### config.mk
export PLATFORM = sky130hd
export DESIGN_NAME = shared_track_arbiter
export DESIGN_NICKNAME = d
export VERILOG_FILES = /design/src/rtl/shared_track_arbiter.sv
export SDC_FILE = /design/constraint.sdc
export NUM_CORES = 1
export LEC_CHECK = 0
export ABC_CLOCK_PERIOD_IN_PS = 2980
export CORE_MARGIN = 2
export CORE_UTILIZATION = 35
export DETAILED_ROUTE_END_ITERATION = 7
export SYNTH_ARGS = -nofsm -noshare
export SYNTH_HDL_FRONTEND = slang
export SYNTH_SLANG_ARGS = --single-unit
### constraint.sdc
create_clock -name Clock -period 2.98 [get_ports Clock]
set_input_delay 0.447 -clock Clock [delete_from_list [all_inputs] [get_ports Clock]]
set_output_delay 0.447 -clock Clock [all_outputs]
set_load 0.05 [all_outputs]
### src/rtl/shared_track_arbiter.sv
// shared_track_arbiter
//   Grants shared track 2 to one of two trains (A on track 1, B on track 3).
//   It sets the switches, waits for them to settle, then lets the owner move.
//   All outputs are Moore and registered.
//
// Ports
//   Clock               sole clock, rising edge
//   reset               asynchronous, active-low
//   ReqA / ReqB         level: train waiting at its entry sensor
//   ExitA / ExitB       one-cycle pulse: train has cleared track 2
//   SW1, SW2, SW3       switch drives (SW1=SW2=0 -> track 1, =1 -> track 3)
//   DA1,DA0 / DB1,DB0   train drive code, 01 forward, 00 stop
//   Owner               01 A, 10 B, 00 none
//   Fault               watchdog fault flag
//
// Build option
//   SHARED_TRACK_WDOG_EN  adds the run-time watchdog and the FAULT state.
//                         Without it Fault is tied low and a run never times out.
module shared_track_arbiter #(
  parameter int unsigned SETTLE_CYCLES  = 4,
  parameter int unsigned TIMEOUT_CYCLES = 1000,
  parameter int unsigned CNT_W          = 16
) (
  input  logic       Clock,
  input  logic       reset,
  input  logic       ReqA,
  input  logic       ReqB,
  input  logic       ExitA,
  input  logic       ExitB,
  output logic       SW1,
  output logic       SW2,
  output logic       SW3,
  output logic       DA1,
  output logic       DA0,
  output logic       DB1,
  output logic       DB0,
  output logic [1:0] Owner,
  output logic       Fault
);

  typedef enum logic [2:0] {
    IDLE    = 3'd0,
    GRANT_A = 3'd1,
    RUN_A   = 3'd2,
    GRANT_B = 3'd3,
`ifdef SHARED_TRACK_WDOG_EN
    RUN_B   = 3'd4,
    FAULT   = 3'd5
`else
    RUN_B   = 3'd4
`endif
  } state_e;

  localparam logic [CNT_W-1:0] SETTLE_LOAD = CNT_W'(SETTLE_CYCLES - 1);
`ifdef SHARED_TRACK_WDOG_EN
  localparam logic [CNT_W-1:0] RUN_LOAD    = CNT_W'(TIMEOUT_CYCLES - 1);
`else
  localparam logic [CNT_W-1:0] RUN_LOAD    = '0;
`endif
  localparam logic [1:0] DRV_FWD  = 2'b01;
  localparam logic [1:0] DRV_STOP = 2'b00;
  localparam logic [1:0] OWN_NONE = 2'b00;
  localparam logic [1:0] OWN_A    = 2'b01;
  localparam logic [1:0] OWN_B    = 2'b10;

  // Reject parameter values that would make the counter loads meaningless.
  if (SETTLE_CYCLES == 0 || TIMEOUT_CYCLES == 0 || CNT_W == 0) begin : g_bad_param
    $error("shared_track_arbiter: SETTLE_CYCLES, TIMEOUT_CYCLES and CNT_W must be non-zero");
  end

  state_e           state_q,  state_d;
  logic [CNT_W-1:0] cnt_q,    cnt_d;
  logic             prio_a_q, prio_a_d;   // 1: A wins a simultaneous request
  logic             sw12_q,   sw12_d;
  logic [1:0]       da_q,     da_d;
  logic [1:0]       db_q,     db_d;
  logic [1:0]       owner_q,  owner_d;
  logic             fault_q,  fault_d;

  // Next state, settle/watchdog counter and round-robin pointer.
  always_comb begin
    state_d  = state_q;
    cnt_d    = cnt_q;
    prio_a_d = prio_a_q;
    case (state_q)
      IDLE: begin
        if (ReqA && (!ReqB || prio_a_q)) begin
          state_d = GRANT_A;
          cnt_d   = SETTLE_LOAD;
        end else if (ReqB) begin
          state_d = GRANT_B;
          cnt_d   = SETTLE_LOAD;
        end
      end
      GRANT_A: begin
        if (cnt_q == '0) begin
          state_d = RUN_A;
          cnt_d   = RUN_LOAD;
        end else begin
          cnt_d = cnt_q - CNT_W'(1);
        end
      end
      GRANT_B: begin
        if (cnt_q == '0) begin
          state_d = RUN_B;
          cnt_d   = RUN_LOAD;
        end else begin
          cnt_d = cnt_q - CNT_W'(1);
        end
      end
      // Exit has priority over a watchdog expiry in the same cycle.
      RUN_A: begin
        if (ExitA) begin
          prio_a_d = 1'b0;
          if (ReqB) begin
            state_d = GRANT_B;
            cnt_d   = SETTLE_LOAD;
          end else begin
            state_d = IDLE;
            cnt_d   = '0;
          end
        end
`ifdef SHARED_TRACK_WDOG_EN
        else if (cnt_q == '0) begin
          state_d = FAULT;
        end else begin
          cnt_d = cnt_q - CNT_W'(1);
        end
`endif
      end
      RUN_B: begin
        if (ExitB) begin
          prio_a_d = 1'b1;
          if (ReqA) begin
            state_d = GRANT_A;
            cnt_d   = SETTLE_LOAD;
          end else begin
            state_d = IDLE;
            cnt_d   = '0;
          end
        end
`ifdef SHARED_TRACK_WDOG_EN
        else if (cnt_q == '0) begin
          state_d = FAULT;
        end else begin
          cnt_d = cnt_q - CNT_W'(1);
        end
`endif
      end
`ifdef SHARED_TRACK_WDOG_EN
      FAULT: state_d = FAULT;
`endif
      default: state_d = IDLE;
    endcase

    // Outputs follow the state being entered; a non-owner stops while it requests.
    sw12_d  = sw12_q;
    da_d    = ReqA ? DRV_STOP : DRV_FWD;
    db_d    = ReqB ? DRV_STOP : DRV_FWD;
    owner_d = OWN_NONE;
    fault_d = 1'b0;
    case (state_d)
      GRANT_A: begin
        sw12_d  = 1'b0;
        da_d    = DRV_STOP;
        db_d    = DRV_STOP;
        owner_d = OWN_A;
      end
      RUN_A: begin
        sw12_d  = 1'b0;
        da_d    = DRV_FWD;
        owner_d = OWN_A;
      end
      GRANT_B: begin
        sw12_d  = 1'b1;
        da_d    = DRV_STOP;
        db_d    = DRV_STOP;
        owner_d = OWN_B;
      end
      RUN_B: begin
        sw12_d  = 1'b1;
        db_d    = DRV_FWD;
        owner_d = OWN_B;
      end
`ifdef SHARED_TRACK_WDOG_EN
      FAULT: begin
        da_d    = DRV_STOP;
        db_d    = DRV_STOP;
        fault_d = 1'b1;
      end
`endif
      default: ;
    endcase
  end

  // State and output registers.
  always_ff @(posedge Clock or negedge reset) begin
    if (!reset) begin
      state_q  <= IDLE;
      cnt_q    <= '0;
      prio_a_q <= 1'b1;
      sw12_q   <= 1'b1;
      da_q     <= DRV_FWD;
      db_q     <= DRV_FWD;
      owner_q  <= OWN_NONE;
      fault_q  <= 1'b0;
    end else begin
      state_q  <= state_d;
      cnt_q    <= cnt_d;
      prio_a_q <= prio_a_d;
      sw12_q   <= sw12_d;
      da_q     <= da_d;
      db_q     <= db_d;
      owner_q  <= owner_d;
      fault_q  <= fault_d;
    end
  end

  assign SW1        = sw12_q;
  assign SW2        = sw12_q;
  assign SW3        = 1'b0;
  assign {DA1, DA0} = da_q;
  assign {DB1, DB0} = db_q;
  assign Owner      = owner_q;
`ifdef SHARED_TRACK_WDOG_EN
  assign Fault      = fault_q;
`else
  assign Fault      = 1'b0;
  // fault_q is always 0 here; keep it referenced so the register set is uniform.
  logic unused_fault;
  assign unused_fault = fault_q;
`endif

endmodule

==> qor.yml, run 1 <==
run_status:
  status: "finished clean"
timing:
  rsz0062_at_grt: "false"
  finalSetupViolations: 0
  period_needed_ns: 2.382
  tightest_slew_ns: 1.298
  slew_headroom_pct: 13.49
  tns_ns: 0
  finalCritPeriodShare_pct: 79.93
  setup_slack_ns: 0.5982
  fin_skew_ns: 0.001917
  drv_slew: 0
  fmax_mhz: 419.8
  hold_violations: 0
die:
  rows: 23
  die_x_um: 68.62
  core_area_um2: 4000
  start_util_pct: 36.53
  die_h_um: 68.62
  die_area_um2: 4708
  ios: 16
cells_and_area:
  fillers: 402
  drive_gt1_share_pct: 6.742
  multiInputGateArea_um2: 725.7
  register_area_um2: 630.6
  post_layout_nonfiller_instances: 228
  finalNetCount: 187
  syn2layout_area_growth_pct: 12.33
  n_antenna_cell: 0
placed_design:
  detailed_place_hpwl_um: 2289
  place_inst: 224
  port_buffers: 11
  dp_slack_ns: 0.6154
  place_congestion: 0.8816
worst_setup_path:
  regToRegSetupSlack_ns: 0.60
  cp.required_ns: 3.17
  critical_path_arrival_ns: 2.57
  worst_setup_path_start_kind: "register"
  crit_type: "register to register"
  crit_chain: "inv_1, ha_1, and3_1, a21oi_1, o2bb2ai_1, o211ai_1"
  slowest_stage: "a21oi_1"
  worstPathMaxFanout: 17
  crit_path_end_kind: "register"
  critPathMaxStageDelay_ns: 1.00
pwr:
  power.total_w: 0.001979
  leakagePower_nw: 0.7039
  power_density_nw_per_um2: 1205
  ir_drop_v: 0.0004805
detailed_routing:
  firstDrtPassIters: 5
  wl_per_cell_um: 14.04
  drtIter0Drc: 49
  wl_um: 3201
  routed_via_density: 5.504
  antenna_left: 0
  post-route-drc-count: 0
  vias: 1255
yosys:
  ys_warn_count: 0
  netlist_area_um2: 1461
  synth.area.top_cells: "dfrtp_1, dfstp_2, a21oi_1"
  synth_top_area_share_pct: 35.96
  synth_area_leader_cell: "dfrtp_1"
  synth.most_common_cell: "dfrtp_1"
  ys.flop_type: "dfrtp_1"
  ys_async_sr_fraction_pct: 100.0
  synth.avg_cell_area_um2: 8.596
  syn_inst: 170
  synth-edff-count: 0
  ys_ff_latch: 25
  synth.yosys.seq_area_share_pct: 43.15
  synth_common_cells: "dfrtp_1, nor2_1, a21oi_1, nand2_1"
  ys_types: 37
min_path:
  hp-class: "register to register"
clock_tree:
  cts_hold_buf: 0
  cts_tree: "yes"
  clkSinkCount: 25
  htreeDepth: 1
  cts_setup_buffers: 0
  clockBufferDepth: 2
  clk_latency_ns: 0.27
  cts-root-buf: "clkbuf_8"
  cts_buffers: 3
  clk_pin_slew_ns: 0.08
  cts_resized: 0
global_routing:
  overflow: 0
  grt_pass1_vias: 1214
  antenna_found_initial: 0
  groute.usage.overall_pct: 15.80
  grt_max_degree: 26
  grt_pass1_wl_um: 5506
run:
  drv_cap: 0
[per-stage QoR]
step | hold WS [ns] | area, um2 | util (%)
floorplan | 0.1514 | 1473 | -
global placement | 0.4712 | 1597 | 39.91
detailed placement | 0.4673 | 1597 | 39.91
CTS | 0.4791 | 1642 | 41.04
global route | 0.4868 | 1642 | 41.04
finish | 0.4754 | 1642 | 41.04
[layout by cell type, fill, tap and decap left out, types with 5 or more instances in the layout]
master,count
a21oi_1,13
inv_1,10
o22ai_1,6
clkdlybuf4s50_1,11
dfrtp_1,21
or3_1,5
a22o_1,6
nor2_1,16
nor3_1,9
nand2_1,12
o21ai_0,10
[sequential cells by signal (all words and copies together), names as in the netlist]
register  cells
state_q       3
Owner         2
prio_a_q      1
cnt_q        16
SW1           1
da_q          1
db_q          1
[final timing paths]
check / from / to / cells past startpoint
setup / recovery: cnt_q[0] / SW1 / 6
hold / removal: cnt_q[13] / cnt_q[13] / 1
setup reg to reg: cnt_q[0] / SW1 / 6
hold reg to reg: cnt_q[13] / cnt_q[13] / 1
max in group asynchronous: reset / SW1 / 2
min in group asynchronous: reset / state_q[0] / 2
[power breakdown]
| group | switching, W | internal, W | total [W] |
|---|---|---|---|
| Sequential | 0.000139 | 0.000493 | 0.000632 |
| Clock | 0.000104 | 0.0000957 | 0.000199 |
| Combinational | 0.000697 | 0.000450 | 0.00115 |
| Total | 0.000940 | 0.00104 | 0.00198 |
[worst max-delay path, delay by kind of cell, from the launching register on]
| family | cells | cell delay (ns) |
|---|---|---|
| adder cells (fa/ha/maj) | 1 | 0.20 |
| flip-flops | 1 | 0.45 |
| AO/OA/AOI/OAI | 3 | 1.34 |
| buffers and inverters | 1 | 0.11 |
| AND/OR/NAND/NOR | 1 | 0.20 |
[logic make-up after synthesis]
| group | synth area share, % |
|---|---|
| other cells | 0.2566 |
| simple gates | 21.40 |
| flops | 43.15 |
| mux | 1.370 |
| fa+ha+maj | 1.712 |
| buf+inv | 7.962 |
| xor+xnor | 0.5994 |
| compound gates | 23.55 |
[per-layer routing]
metal | GRT usage, % | vias to the layer above | wire [um]
met1 | 20.02 | 597 | 1488
li1 | - | 616 | -
met2 | 25.84 | 35 | 1493
met3 | 2.597 | 7 | 145
met5 | 0 | - | 0
met4 | 8.000 | 0 | 74
[cell type report]
class	instances	share of cell area [%]
multi-input cells	124	44.21
well taps	50	3.811
repair buffers	15	8.537
flip-flops and latches	25	38.41
inverters	10	2.287
clock buffers	4	2.744
(Power assumes the default switching activity.)
==> run 2, diff against run 1 <==
ABC_CLOCK_PERIOD_IN_PS = 1900   (was 2980)
clock period = 1.9 ns   (was 2.98 ns; I/O delays follow)
==> qor.yml, run 2 (same netlist as run 1, synthesis figures left out) <==
clock_tree:
  cts-root-buf: "clkbuf_8"
  cts_buffers: 3
  clk_pin_slew_ns: 0.10
  htreeDepth: 1
  clk_latency_ns: 0.28
  cts_tree: "yes"
  clkSinkCount: 25
  cts_hold_buf: 0
  clockBufferDepth: 2
timing:
  finalSetupViolations: 3
  finalCritPeriodShare_pct: 104.0
  hold_violations: 0
  setup_slack_ns: -0.07550
  fmax_mhz: 506.2
  rsz0062_at_grt: "true"
  period_needed_ns: 1.976
  fin_skew_ns: 0.004611
  drv_slew: 0
min_path:
  hp-class: "input port to asynchronous set/reset pin"
global_routing:
  antenna_found_initial: 0
  grt_pass1_wl_um: 6051
  grt_pass1_vias: 1330
  groute.usage.overall_pct: 17.09
  grt_max_degree: 26
  overflow: 0
worst_setup_path:
  crit_path_end_kind: "register"
  crit_chain: "or3_1, or4_4, or3_4, a21o_1, a21o_1"
  critPathMaxStageDelay_ns: 0.43
  cp.required_ns: 2.08
  crit_path_frequent_cell: "a21o_1"
  crit_type: "register to register"
  critical_path_arrival_ns: 2.15
  critPathTopFamily: "simple AND/OR/NAND/NOR gates"
  slowest_stage: "or4_4"
  crit_buf_inv: 0
  worstPathMaxFanout: 2
  worst_setup_path_start_kind: "register"
placed_design:
  place_congestion: 0.8872
  detailed_place_hpwl_um: 2669
  dp_slack_ns: -0.07131
  port_buffers: 11
die:
  die_area_um2: 4708
  die_x_um: 68.62
  rows: 23
  ios: 16
  core_area_um2: 4000
  die_h_um: 68.62
  start_util_pct: 36.53
detailed_routing:
  routed_via_density: 5.575
  vias: 1416
  post-route-drc-count: 0
  firstDrtPassIters: 4
  wl_um: 3783
  wl_per_cell_um: 14.89
  drtIter0Drc: 81
  antenna_left: 0
cells_and_area:
  final_common_cell: "buf_4"
  largest_register_ffs: 16
  fillers: 381
  syn2layout_area_growth_pct: 31.76
  drive_gt1_share_pct: 29.41
  registers.top_by_ff_count: "cnt_q"
  finalNetCount: 213
  final_cell_mix: "buf_4, dfrtp_1, nor2_1"
  n_antenna_cell: 0
  post-route-util_pct: 48.14
run_status:
  status: "finished with violations"
  violations: "negative setup slack"
pwr:
  leakagePower_nw: 0.8627
  ir_drop_v: 0.0008263
  power_density_nw_per_um2: 1957
run:
  drv_cap: 0
[run 2: cell count changes in the layout (fill, tap and decap cells not counted), sizes merged]
cell / delta
clkdlybuf4s50: -4
buf: +30
clkbuf: -1
clkinvlp: +1
[run 2: path summary, 6_finish.rpt]
kind | start | end | slack, ns | cells after the start
max | cnt_q[4] | cnt_q[15] | -0.08 | 5
min | reset | cnt_q[4] | 0.37 | 2
max reg2reg | cnt_q[4] | cnt_q[15] | -0.08 | 5
min reg2reg | cnt_q[13] | cnt_q[13] | 0.49 | 1
max in group asynchronous | reset | da_q[0] | 1.24 | 2
min in group Clock | cnt_q[13] | cnt_q[13] | 0.49 | 1
[run 2: layer usage]
layer	share of wire (%)	track usage (%)	vias up
met3	5.3	2.597	14
met1	41	21.20	684
met4	2.4	7.000	0
li1	-	-	670
met2	52	29.45	48
met5	0	0	-
[run 2: area by class of cell]
cell class	instances	area [um2]	share of cell area [%]
inverter	10	37.54	1.949
timing repair buffer	41	329.1	17.09
clock inverter	1	7.507	0.3899
tap	50	62.56	3.249
sequential	25	634.4	32.94
clock buffer	3	41.29	2.144
multi-input combinational	124	813.3	42.24
[run 2: timing repair]
action	CTS	global route
gates resized for setup	2	20
setup buffers	1	5
pin swaps	0	6
endpoints found under the setup margin	8	16
[run 2: stage by stage]
step                hold WS (ns)  std cells  setup TNS (ns)  total power [W]  area (um2)
detailed placement        0.4752        244         -0.2611         0.003074        1742
global route              0.4183        254         -0.7350         0.004049        1926
global placement          0.4595        244        -0.05187         0.002997        1742
CTS                       0.3841        249        -0.06594         0.003441        1807
finish                    0.3688        254        -0.08908         0.003769        1926
floorplan               -0.01059        173         -0.1828         0.002376        1478
[run 2: where the power goes]
group | internal, W | total [W] | leakage (nW) | switching (W)
Sequential | 0.000779 | 0.000978 | 0.307 | 0.000200
Combinational | 0.00112 | 0.00245 | 0.534 | 0.00134
Clock | 0.000149 | 0.000335 | 0.0217 | 0.000186
